## src/rtl/inst_fetcher_pkg.sv

```systemverilog
// Shared definitions for the instruction fetch front end.
//   RESET_PC_DEFAULT : default first fetch address after reset
//   JAL_OPCODE       : major opcode of the RISC-V JAL instruction
//   fetch_entry_t    : one buffered fetch {pc, inst}
//   fetch_state_t    : fetch FSM encoding
//   j_imm()          : sign-extended J-type immediate of an instruction word
package inst_fetcher_pkg;

  localparam logic [31:0] RESET_PC_DEFAULT = 32'h0000_0000;
  localparam logic [6:0]  JAL_OPCODE       = 7'b1101111;

  typedef struct packed {
    logic [31:0] pc;
    logic [31:0] inst;
  } fetch_entry_t;

  typedef enum logic {
    S_FETCH = 1'b0,
    S_STALL = 1'b1
  } fetch_state_t;

  function automatic logic [31:0] j_imm(input logic [31:0] inst);
    return {{12{inst[31]}}, inst[19:12], inst[20], inst[30:21], 1'b0};
  endfunction

endpackage

```

## src/rtl/inst_fetcher_fifo.sv

```systemverilog
// fetch_fifo: circular buffer of fetched instructions.
// Ports:
//   clk, rst_n     : clock, asynchronous active-low reset
//   clear          : empty the buffer (wins over push/pop)
//   push, wr_data  : write one entry at the tail (ignored when full without pop)
//   pop            : retire the head entry (ignored when empty)
//   rd_data        : head entry, forced to zero while empty
//   count          : number of stored entries
//   full, empty    : occupancy flags
module fetch_fifo
  import inst_fetcher_pkg::*;
#(
  parameter  int unsigned DEPTH = 4,
  localparam int unsigned AW    = $clog2(DEPTH),
  localparam int unsigned CW    = AW + 1
) (
  input  logic         clk,
  input  logic         rst_n,
  input  logic         clear,
  input  logic         push,
  input  fetch_entry_t wr_data,
  input  logic         pop,
  output fetch_entry_t rd_data,
  output logic [CW-1:0] count,
  output logic         full,
  output logic         empty
);

  fetch_entry_t  mem [DEPTH];
  logic [AW-1:0] head;
  logic [AW-1:0] tail;
  logic          wr_en;
  logic          rd_en;

  assign full  = (count == CW'(DEPTH));
  assign empty = (count == '0);
  assign rd_en = pop && !empty;
  // A full buffer still accepts a write when the head leaves in the same cycle.
  assign wr_en = push && (!full || rd_en);

  assign rd_data = empty ? '0 : mem[head];

  always_ff @(posedge clk or negedge rst_n) begin
    if (!rst_n) begin
      head  <= '0;
      tail  <= '0;
      count <= '0;
    end else if (clear) begin
      head  <= '0;
      tail  <= '0;
      count <= '0;
    end else begin
      if (wr_en) tail <= tail + AW'(1);
      if (rd_en) head <= head + AW'(1);
      count <= count + CW'(wr_en) - CW'(rd_en);
    end
  end

  always_ff @(posedge clk) begin
    if (wr_en && !clear) mem[tail] <= wr_data;
  end

endmodule

```

## src/rtl/inst_fetcher.sv

```systemverilog
// inst_fetcher: issues sequential fetch requests to the instruction cache and
// buffers returned words for the decoder.
// Optional feature: define FETCH_JAL_PREDICT_EN to redirect fetch to the
// target of an accepted JAL instead of PC+4.
// Ports:
//   clk_in, rst_n_in        : clock, asynchronous active-low reset
//   rdy_in                  : global ready, low freezes all state
//   rob_clear_up, clear_pc  : flush request and redirect target
//   icache_pc               : fetch address to the cache
//   icache_start_fetch      : fetch request valid
//   icache_hit, icache_inst, icache_inst_addr : cache response
//   dec_valid, dec_inst, dec_pc : buffer head toward the decoder
//   dec_ready               : decoder consumes the head
module inst_fetcher
  import inst_fetcher_pkg::*;
#(
  parameter logic [31:0] RESET_PC   = RESET_PC_DEFAULT,
  parameter int unsigned FIFO_DEPTH = 4
) (
  input  logic        clk_in,
  input  logic        rst_n_in,
  input  logic        rdy_in,
  input  logic        rob_clear_up,
  input  logic [31:0] clear_pc,
  output logic [31:0] icache_pc,
  output logic        icache_start_fetch,
  input  logic        icache_hit,
  input  logic [31:0] icache_inst,
  input  logic [31:0] icache_inst_addr,
  output logic        dec_valid,
  output logic [31:0] dec_inst,
  output logic [31:0] dec_pc,
  input  logic        dec_ready
);

  localparam int unsigned CW = $clog2(FIFO_DEPTH) + 1;

  fetch_state_t  state;
  fetch_entry_t  wr_entry;
  fetch_entry_t  head_entry;
  logic [CW-1:0] count;
  logic [CW-1:0] count_next;
  logic          full;
  logic          empty;
  logic          hit_ok;
  logic          push;
  logic          pop;
  logic          clear;
  logic [31:0]   pc_next;

  assign clear  = rdy_in && rob_clear_up;
  assign pop    = rdy_in && !rob_clear_up && !empty && dec_ready;
  assign hit_ok = icache_start_fetch && (state == S_FETCH) &&
                  icache_hit && (icache_inst_addr == icache_pc);
  assign push   = rdy_in && !rob_clear_up && hit_ok && (!full || pop);

  assign count_next = count + CW'(push) - CW'(pop);

  assign wr_entry.pc   = icache_pc;
  assign wr_entry.inst = icache_inst;

`ifdef FETCH_JAL_PREDICT_EN
  assign pc_next = (icache_inst[6:0] == JAL_OPCODE) ? icache_pc + j_imm(icache_inst)
                                                    : icache_pc + 32'd4;
`else
  assign pc_next = icache_pc + 32'd4;
`endif

  // Request valid is registered so it drops the cycle after the buffer fills
  // and stays low through reset.
  always_ff @(posedge clk_in or negedge rst_n_in) begin
    if (!rst_n_in) begin
      state              <= S_FETCH;
      icache_pc          <= RESET_PC;
      icache_start_fetch <= 1'b0;
    end else if (rdy_in) begin
      if (rob_clear_up) begin
        state              <= S_FETCH;
        icache_pc          <= clear_pc;
        icache_start_fetch <= 1'b1;
      end else begin
        if (push) icache_pc <= pc_next;
        if (count_next == CW'(FIFO_DEPTH)) begin
          state              <= S_STALL;
          icache_start_fetch <= 1'b0;
        end else begin
          state              <= S_FETCH;
          icache_start_fetch <= 1'b1;
        end
      end
    end
  end

  fetch_fifo #(
    .DEPTH (FIFO_DEPTH)
  ) u_fifo (
    .clk     (clk_in),
    .rst_n   (rst_n_in),
    .clear   (clear),
    .push    (push),
    .wr_data (wr_entry),
    .pop     (pop),
    .rd_data (head_entry),
    .count   (count),
    .full    (full),
    .empty   (empty)
  );

  assign dec_valid = !empty;
  assign dec_inst  = head_entry.inst;
  assign dec_pc    = head_entry.pc;

endmodule
```

## config.mk

```make
export PLATFORM = sky130hd
export DESIGN_NAME = inst_fetcher
export DESIGN_NICKNAME = d
export VERILOG_FILES = /design/src/rtl/inst_fetcher_pkg.sv /design/src/rtl/inst_fetcher_fifo.sv /design/src/rtl/inst_fetcher.sv
export SDC_FILE = /design/constraint.sdc
export NUM_CORES = 1
export LEC_CHECK = 0
export ABC_AREA = 1
export BUFFER_PORTS_ARGS = -buffer_cell sky130_fd_sc_hd__buf_2
export CAP_MARGIN = 15
export CELL_PAD_IN_SITES_DETAIL_PLACEMENT = 0
export CELL_PAD_IN_SITES_GLOBAL_PLACEMENT = 1
export CORE_MARGIN = 3
export CORE_UTILIZATION = 35
export DETAILED_ROUTE_END_ITERATION = 10
export PLACE_DENSITY = 0.7
export SYNTH_ARGS = -nofsm -noshare
export SYNTH_HDL_FRONTEND = slang
export SYNTH_HIERARCHICAL = 1
export SYNTH_SLANG_ARGS = --single-unit
```

## constraint.sdc

```tcl
create_clock -name clk_in -period 5.8 [get_ports clk_in]
set_input_delay 0.58 -clock clk_in [delete_from_list [all_inputs] [get_ports clk_in]]
set_output_delay 0.58 -clock clk_in [all_outputs]
set_load 0.02 [all_outputs]
```

==> metrics <==
die area=approximately 43000 sq um; Max Clock Skew=0.02545 ns; most frequent cell after synthesis=nand2_1; Hold Path Class=input port to async pin; largest area contributor in the synthesized netlist=edfxtp_1; Total Neg Setup Slack=0 ns; # H-tree levels=2; worst skew pair latency=around 0.52 ns; Yosys top cell area share=0.5478; Reg clk slew, reported paths=roughly 0.06 ns; Post-Syn Area=14030 sq um; worst slew pin tran=between 1 and 1.5 ns; CTS Buf Count=34; drt drc=0; synth warn=6; nets@finish=1811; Port Buffer Count=199; hold_buf cts=0; Setup crit start kind=flop; Avg WL per Cell=17.67 um; final hold slack=0.1552 ns; fraction of layout cells with a size suffix above 1=0.1664; chip width=around 210 um; slew margin rel.=0.2395; Power Dens Cells=302.5 nW/um^2; outcome=finished clean; Final Cycle Share=0.6432; wirelength, routed=a little under 40 mm; Synth area leaders=edfxtp_1, nand2_1, dfrtp_1; Critical Path End Type=primary output; initial antenna violation count=0; Worst VDD drop=about 0.14 mV; Final GP Congestion=0.8976; CTS sink cnt=between 200 and 300; CTS tree=done; DP HPWL=about 26 mm; Arr. time, crit path=around 3.2 ns; Max-Cap Viols=0; number of synthesized flops with an enable pin=256; Starting DRT DRC Count=approximately 740; Leakage Power=just over 0.007 uW; fin. max-slew vios=0; via count=between 10000 and 15000; ys async rst share=0.1380; final antenna-violating net count=0; Seq cells post-synth=just under 300; RSZ-0062 raised after global routing=false; aggregate global routing overflow=0; Yosys cell types=35; ys flop type=edfxtp_1; die height=206.2 um; Seq/Total Area, Yosys=0.6210; average vias per placed instance=4.836; first-pass GRT wire length=~60 mm; Req. time, crit path=5.22 ns; setup repair bufs after CTS=0; Hold Fails Final Rpt=0; # IOs=200; pin count of the biggest net entering global routing=around 110; post-route minimum period=about 3.7 ns; Tot GR Track Use=0.1846; ant diodes=0; CP max FO=93; fmax=between 200 and 300 MHz; Net Count, Synth=approximately 1600; Initial Util=0.3589; average size of a mapped cell=~9.2 sq um; FP Rows=around 70; deepest clock path buffer count=3; root buffer cell=clkbuf_16; endpoints failing setup=0; post-CTS sizing=0; Gate Count Post-Synth=1521; Initial DRT Pass Iterations=5; Setup CP Type=flop to primary output; Post-synth top cells=nand2_1, edfxtp_1, nor2_1; Layout area overhead=17.93%; Core ar.=39100 sq um; vias in the first global route=about 10000
per-layer routing:
layer  global-route usage  share of wire
met2               0.3072           0.48
met1               0.2555           0.45
met5                    0              0
met4              0.04388          0.016
met3              0.02819          0.059
power by group:
part	internal (uW)	switching, uW
registers	2380	137
logic	130	244
clock network	1270	845
worst paths after layout:
path	cells after the start	start	end	slack (ns)
setup / recovery	7	u_fifo/head[0]$_DFFE_PN0P_	dec_pc[17]	2.07
hold / removal	2	rst_n_in	icache_pc[19]$_DFFE_PN0P_	0.16
setup reg to reg	11	icache_pc[2]$_DFFE_PN0P_	u_fifo/mem[2][30]$_DFFE_PP_	2.15
hold reg to reg	2	icache_start_fetch$_DFFE_PN0P_	icache_start_fetch$_DFFE_PN0P_	0.56
max in group asynchronous	2	rst_n_in	u_fifo/head[0]$_DFFE_PN0P_	5.15
min in group clk_in	3	clear_pc[1]	icache_pc[1]$_DFFE_PN0P_	0.28
through the flow:
stage	total power [uW]	instance area, sq um	util	cells	setup WS (ns)
after floorplan	2730	14030	-	1521	0.6258
after global placement	2935	15430	0.3947	2181	1.952
after detailed placement	2940	15430	0.3947	2181	1.942
after CTS	5070	16550	0.4233	2243	2.014
after global routing	5205	16550	0.4233	2243	1.711
final	5006	16550	0.4233	2243	2.069
layout by cell type, fill, tap and decap left out, types with 4 or more instances in the layout:
| cell type | netlist | routed |
|---|---|---|
| nor2_4 | 3 | 7 |
| buf_4 | 8 | 9 |
| nor3_1 | 4 | 4 |
| inv_2 | 11 | 12 |
| nand3_1 | 64 | 64 |
| clkbuf_16 | 0 | 37 |
| clkbuf_1 | 17 | 4 |
| buf_2 | 35 | 199 |
| xor2_1 | 9 | 9 |
| edfxtp_1 | 256 | 256 |
| clkinv_1 | 6 | 14 |
| nand4_1 | 15 | 15 |
| inv_1 | 80 | 78 |
| ha_1 | 8 | 8 |
| clkinv_2 | 0 | 4 |
| a21oi_1 | 71 | 71 |
| xnor2_1 | 7 | 7 |
| nor2_1 | 208 | 204 |
| nand2_1 | 563 | 563 |
| dfrtp_1 | 41 | 40 |
| o21ai_1 | 9 | 9 |
| o21ai_0 | 80 | 80 |
final cells by class:
cell class	instances	area, sq um
Sequential cell	297	8717
Clock buffer	42	954.7
Multi-Input combinational cell	1057	4569
Clock inverter	20	162.7
Inverter	98	372.9
Timing Repair Buffer	211	1124
Fill cell	3859	22550
Tap cell	518	648.1
sequential cells by signal, summed over array words and instances (netlist names):
register and cells:
u_fifo/head 2, state 1, icache_start_fetch 1, icache_pc 32
u_fifo/tail 2, u_fifo/count 3, u_fifo/mem 256
critical path: stages (launching register included):
cell and delay, ns:
dfrtp_4 0.62, inv_4 0.74, buf_4 0.49, nand2_1 0.09, nand2_1 0.07, nand2_1 0.05
a21oi_1 0.31, buf_2 0.23
cells by family (layout without fill, tap and decap cells):
family	count (synthesis)	count (layout)	share of synthesized area
adders and majority gates	10	10	0.009987
DFF	297	297	0.6210
and+or+nand+nor	865	865	0.2434
buffers and inverters	167	371	0.05555
AOI/OAI and AO/OA	166	166	0.06010
xor gates and xnor gates	16	16	0.009987
Power figures use the tool's default switching activity.
